--- src/rtl/reg_file_nxw.sv ---
// reg_file_nxw
//   DEPTH x WIDTH register file: one synchronous write port, two combinational
//   read ports, synchronous bank clear, optional write-through bypass and
//   optional hard-wired zero word 0. Sits between the ALU result bus and the
//   ALU operand inputs.
//
//   Parameters
//     WIDTH   data width of every word
//     DEPTH   number of words (2..2**ADDR_W)
//     ADDR_W  address width
//     BYPASS  1: a read of the address being written returns w_data this cycle
//     ZERO_R0 1: word 0 always reads 0 and ignores writes
//
//   Ports
//     clock     rising-edge clock
//     reset     asynchronous, active-high; clears every word
//     clr       synchronous clear of all words (beats we)
//     we        write enable
//     w_addr    write address
//     w_data    write data
//     r_addr_a  read address, port A
//     r_addr_b  read address, port B
//     r_data_a  read data, port A (combinational)
//     r_data_b  read data, port B (combinational)
//
//   Handshake: none. One write is accepted on every clock edge where we = 1;
//   there is no valid/ready pair and no back-pressure.
module reg_file_nxw #(
  parameter int WIDTH   = 16,
  parameter int DEPTH   = 8,
  parameter int ADDR_W  = 3,
  parameter bit BYPASS  = 1'b1,
  parameter bit ZERO_R0 = 1'b0
) (
  input  logic              clock,
  input  logic              reset,
  input  logic              clr,
  input  logic              we,
  input  logic [ADDR_W-1:0] w_addr,
  input  logic [WIDTH-1:0]  w_data,
  input  logic [ADDR_W-1:0] r_addr_a,
  input  logic [ADDR_W-1:0] r_addr_b,
  output logic [WIDTH-1:0]  r_data_a,
  output logic [WIDTH-1:0]  r_data_b
);

  logic [WIDTH-1:0] mem [DEPTH];

  // An address is writable when it is in range and is not the hard-wired
  // zero word.
  logic w_addr_in_range;
  logic w_addr_writable;
  logic wr_fire;

  assign w_addr_in_range = (32'(w_addr) < DEPTH);
  assign w_addr_writable = w_addr_in_range && !(ZERO_R0 && (w_addr == '0));
  // A clear in the same cycle suppresses the write, so it also suppresses
  // the bypass: the read shows pre-clear contents until the edge.
  assign wr_fire = we && !clr && w_addr_writable;

  // Storage. Words are updated by address compare rather than by indexing so
  // that out-of-range addresses never touch the array.
  always_ff @(posedge clock or posedge reset) begin
    if (reset) begin
      for (int i = 0; i < DEPTH; i++) mem[i] <= '0;
    end else if (clr) begin
      for (int i = 0; i < DEPTH; i++) mem[i] <= '0;
    end else if (wr_fire) begin
      for (int i = 0; i < DEPTH; i++) begin
        if (w_addr == ADDR_W'(i)) mem[i] <= w_data;
      end
    end
  end

  // Stored-value lookup; out-of-range addresses return 0.
  function automatic logic [WIDTH-1:0] lookup(input logic [ADDR_W-1:0] addr);
    logic [WIDTH-1:0] val;
    val = '0;
    for (int i = 0; i < DEPTH; i++) begin
      if (addr == ADDR_W'(i)) val = mem[i];
    end
    return val;
  endfunction

  // Read path: zero-word override first, then bypass mux, then storage.
  function automatic logic [WIDTH-1:0] read_port(input logic [ADDR_W-1:0] addr);
    logic [WIDTH-1:0] val;
    if (ZERO_R0 && (addr == '0)) begin
      val = '0;
    end else if (BYPASS && wr_fire && (w_addr == addr)) begin
      val = w_data;
    end else begin
      val = lookup(addr);
    end
    return val;
  endfunction

  always_comb begin
    r_data_a = '0;
    r_data_a = read_port(r_addr_a);
  end

  always_comb begin
    r_data_b = '0;
    r_data_b = read_port(r_addr_b);
  end

endmodule

--- config.mk ---
export PLATFORM = sky130hd
export DESIGN_NAME = reg_file_nxw
export DESIGN_NICKNAME = d
export VERILOG_FILES = /design/src/rtl/reg_file_nxw.sv
export SDC_FILE = /design/constraint.sdc
export NUM_CORES = 1
export LEC_CHECK = 0
export CAP_MARGIN = 30
export CORE_ASPECT_RATIO = 0.8
export CORE_MARGIN = 2
export CORE_UTILIZATION = 25
export DETAILED_ROUTE_END_ITERATION = 10
export PLACE_DENSITY = 0.38
export RECOVER_POWER = 25
export SETUP_SLACK_MARGIN = 0.4
export SLEW_MARGIN = 5
export SYNTH_ARGS = -nofsm -noshare
export SYNTH_HDL_FRONTEND = slang
export SYNTH_SLANG_ARGS = --single-unit
--- constraint.sdc ---
create_clock -name clock -period 6.05 [get_ports clock]
set_input_delay 1.21 -clock clock [delete_from_list [all_inputs] [get_ports clock]]
set_output_delay 1.21 -clock clock [all_outputs]
set_load 0.03 [all_outputs]
Word level (Yosys, flattened, before mapping)
Cells that the tools add are included.
- add/subtract/negate cells: 0
- $mul: 0
- divide/modulo/power cells: 0
- order comparisons: 0
- equality and inequality tests: 23
- shift operators: 0
- multiplexer cells: 28
- bitwise gates (word level): 0
- reduce and logical (&&, ||, !) cells: 24
- operators with widths (cell ; number):
    $mux W16 ; 26
    $mux W128 ; 2
    $eq A3 B3 Y1 const B ; 12
    $eq A3 B2 Y1 const B ; 6
    $reduce_bool A2 Y1 ; 9
    $reduce_and A2 Y1 ; 8
    $eq A3 B1 Y1 const B ; 3
    $logic_not A3 Y1 ; 3
    $eq A3 B3 Y1 ; 2
    $logic_and A1 B1 Y1 ; 3
    $logic_not A1 Y1 ; 1
- flip-flop bits (word level): 128
- bits in latches: 0
- memory bits (writable): 0
- bits in read-only memories: 0
- input bits: 29
- output and inout bits: 32
- word-level logic and storage cells: 83
- memories kept: 0

Depth between registers and ports, before layout
- depth after elaboration: 10
- depth in mapped cells: 8
- depth with buffers taken out: 5

Least setup slack after synthesis
No wires, ideal clock.
- path type: input to output
- from: input port r_addr_b[0]
- to: output port r_data_b[0]
- arrival time: 2.904 ns
- data required time: 4.840 ns
- setup slack: 1.936 ns
- cell stages on the path: 6
- cells stage by stage: buf_2 -> buf_4 -> nand2_1 -> nor2_2 -> a221oi_1 -> o31ai_1
- longest elaborated chain between the ends: 10
- elaborated cells between the ends (all ways): 19
- those cells by class: 8 x eq/ne; 9 x mux; 2 x reduce/logical
- RTL lines (what ; RTL line ; RTL):
    from (decl) ; 42 ; input logic [ADDR_W-1:0] r_addr_b,
    $logic_not A3 Y1 ; 80 ; if (addr == ADDR_W'(i)) val = mem[i];
    $mux W16 (8 in series) ; 80 ;
    $mux W16 (*) ; 90 ; end else if (BYPASS && wr_fire && (w_addr == addr)) begin
    to (decl) ; 44 ; output logic [WIDTH-1:0] r_data_b
Mark *: on every way between the ends. The rest lies on a longest branch, timed or not.

Final worst setup path
- from: input port w_addr[2]
- to: output port r_data_a[6]
- longest elaborated chain between the ends: 3
- RTL lines (what ; RTL line ; RTL):
    from (decl) ; 39 ; input logic [ADDR_W-1:0] w_addr,
    $eq A3 B3 Y1 ; 90 ;
    $logic_and A1 B1 Y1 ; 90 ;
    $mux W16 ; 90 ;
    to (decl) ; 43 ; output logic [WIDTH-1:0] r_data_a,
No other way between the ends.

==> results.sh <==
export IMPL_p_leak_nw=3.85
export IMPL_grt_max_degree=95
export IMPL_place_hpwl_mm=22.0
export IMPL_cts_inserted_buffers=17
export IMPL_final_cell_mix="nand2_1 (304), a21oi_1 (180), dfrtp_1 (128), nor2_1 (55), clkdlybuf4s50_1 (52)"
export IMPL_syn_avg_cell_area_um2=7.86
export IMPL_gp_congestion=0.789
export IMPL_final_common_cell="nand2_1"
export IMPL_synth_edf_count=0
export IMPL_yosysSeqAreaShare_pct=40.5
export IMPL_largest_register_ffs=128
export IMPL_power_share_sequential_pct=38.0
export IMPL_antenna_left=0
export IMPL_dp_cells=1438
export IMPL_ys_flop_type="dfrtp_1"
export IMPL_combPwrFrac_pct=16.2
export IMPL_fp_dieArea_um2=33100
export IMPL_critPathArrivalTime_ps=4120
export IMPL_drc=0
export IMPL_ctsLongestPathBuffers=2
export IMPL_overflow=0
export IMPL_p_int_mw=1.65
export IMPL_floorplan_initialDensity_pct=25.3
export IMPL_worstSetupPathType="in2out"
export IMPL_setup_violations=0
export IMPL_outcome="finished, violations left"
export IMPL_p_sw_mw=0.690
export IMPL_vias=7497
export IMPL_drtIter0Drc=557
export IMPL_top_regs="mem: 128 flops"
export IMPL_cp_required_ps=4840
export IMPL_slew_limit_headroom_pct=-62.3
export IMPL_final_nets=1070
export IMPL_cts_tree="done"
export IMPL_root_buffer="clkbuf_16"
export IMPL_grt_pass1_wl_mm=51.0
export IMPL_setup_tns_ps=0
export IMPL_rsz0062_at_grt="no"
export IMPL_max_slew_worst_pin_slew_ps=2430
export IMPL_p_sw_share_pct=29.5
export IMPL_synth_area_leaders="dfrtp_1 (40%), nand2_1 (14%), a21oi_1 (11%)"
export IMPL_maxSlewViolCount=87
export IMPL_drt_wirelength_per_cell_um=23.2
export IMPL_register_area_um2=3200
export IMPL_grt_pass1_vias=7264
export IMPL_htree_levels=4
export IMPL_synth_largest_area_cell="dfrtp_1"
export IMPL_async_reset_ff_share_pct=100
export IMPL_antenna_found_initial=0
export IMPL_ys_ff_latch=128
export IMPL_power_density_nw_per_um2=242
export IMPL_syn_num_nets=1036
export IMPL_ctsResizeCount=0
export IMPL_finalCritPeriodShare_pct=88.1
export IMPL_rows=58
export IMPL_violations="max-capacitance violations, max-slew violations"
export IMPL_cts_sinks=128
export IMPL_drive_gt1_share_pct=10.5
export IMPL_worstSetupEndpointType="output port"
export IMPL_die_h_um=163
export IMPL_ctsHoldBuffers=0
export IMPL_maxCapViolations=1
export IMPL_postCtsSetupBuffers=0
export IMPL_hold_class="reg2reg"
export IMPL_fp_coreArea_um2=31300
export IMPL_syn_inst=1007
export IMPL_viasPerCell=5.09
export IMPL_finalHoldViolations=0
export IMPL_crit_path_max_fanout=19
export IMPL_finClkSkew_ps=0
export IMPL_wirelength_mm=34.2
export IMPL_drtPass1Iterations=5
export IMPL_synth_top_cell_area_share_pct=40.5
export IMPL_fill_cells=3310
export IMPL_fin_crit_ps=5330
export IMPL_portBuffers=60
export IMPL_yosysUniqueCellTypes=34
export IMPL_clkLatencyLatePin_ps=420
export IMPL_instances_no_fill=1474
export IMPL_pwr_share_clk_pct=45.7
export IMPL_syn_area_um2=7910
export IMPL_antenna_cells=0
export IMPL_regMostFlops="mem"
export IMPL_grtUsageTotal_pct=21.1
export IMPL_io_pins=61
export IMPL_area_growth_pct=22.0
export IMPL_yosys_warnings=0
export IMPL_timing_fmax_mhz=188
export IMPL_clkTransAtPathRegs_ps=60
export IMPL_cp_start_kind="input port"
export IMPL_die_width_um=203
export IMPL_irDropWorstVdd_mv=0.201
export IMPL_multi_input_area_um2=4270
## critical path: stages
cell and delay [ps]:
clkdlybuf4s50_1 630, xor2_1 250, or4_1 760, buf_4 330
o21ai_1 110, o22a_1 130, clkdlybuf4s50_1 680
## metal layers
metal / global-route usage, % / vias up / routed length [µm]
li1: - / 3531 / -
met2: 32.8 / 171 / 15500
met5: 0 / - / 0
met1: 31.4 / 3783 / 17100
met3: 3.03 / 12 / 1420
met4: 3.32 / 0 / 206
## cells in the mapped netlist, types with 2 or more instances
master,count
o21ai_0,44
mux2i_1,46
buf_4,6
buf_2,29
a22oi_1,10
a221oi_1,10
nand3_1,15
o31ai_1,10
buf_1,3
buf_6,3
a2111oi_0,12
o21bai_1,2
o21ai_1,8
o22a_1,12
mux4_2,16
a31oi_1,2
nor2b_1,8
nor3_1,2
o211ai_1,2
xor2_1,6
nor3_2,2
nor2_1,55
clkbuf_1,55
dfrtp_1,128
nand2_1,304
nand2b_1,30
a21oi_1,180
## power groups by stage
stage | combinational [mW] | clock [mW] | sequential, mW
floorplan | 0.223 | 0 | 0.898
global placement | 0.377 | 0 | 0.905
detailed placement | 0.379 | 0 | 0.904
CTS | 0.381 | 1.09 | 0.889
global route | 0.408 | 1.14 | 0.891
finish | 0.379 | 1.07 | 0.889
## worst paths after layout
path / cells after the start / startpoint / endpoint / slack, ps
max in group asynchronous: 4 / reset / mem[12]$_DFFE_PP0P_ / 2000
min in group asynchronous: 2 / reset / mem[94]$_DFFE_PP0P_ / 1200
max reg2reg: 2 / mem[44]$_DFFE_PP0P_ / mem[44]$_DFFE_PP0P_ / 5310
min: 2 / mem[48]$_DFFE_PP0P_ / mem[48]$_DFFE_PP0P_ / 540
max: 7 / w_addr[2] / r_data_a[6] / 720
min reg2reg: 2 / mem[48]$_DFFE_PP0P_ / mem[48]$_DFFE_PP0P_ / 540
## cell families (layout without fill, tap and decap cells)
family                    count (synthesis)  count (layout)  synth area share [%]
buffers and inverters                    97             144                  5.63
xor gates and xnor gates                  6               6                 0.664
AOI/OAI and AO/OA                       292             292                  20.9
muxes                                    62              62                  10.4
and+or+nand+nor                         422             422                  22.0
DFF                                     128             128                  40.5
## per-stage QoR
stage / cell area (µm²) / util (%) / hold WS, ps / power [mW] / setup WS, ps
2_1_floorplan: 7910 / - / 507 / 1.12 / 1430
3_3_place_gp: 8910 / 28.5 / 529 / 1.28 / 720
3_5_place_dp: 9000 / 28.8 / 533 / 1.28 / 730
4_1_cts: 9600 / 30.7 / 545 / 2.36 / 720
5_1_grt: 9650 / 30.8 / 563 / 2.44 / 561
6_report: 9650 / 30.8 / 542 / 2.34 / 722
## layout make-up
type | count | share of cell area [%]
repair buffers | 111 | 10.8
multi-input cells | 782 | 44.3
inverters | 1 | 0.0519
clock buffers | 18 | 4.45
flip-flops and latches | 128 | 33.2
well taps | 420 | 5.45
clock inverters | 14 | 1.74
No activity file was read; power rests on OpenSTA's default activity.
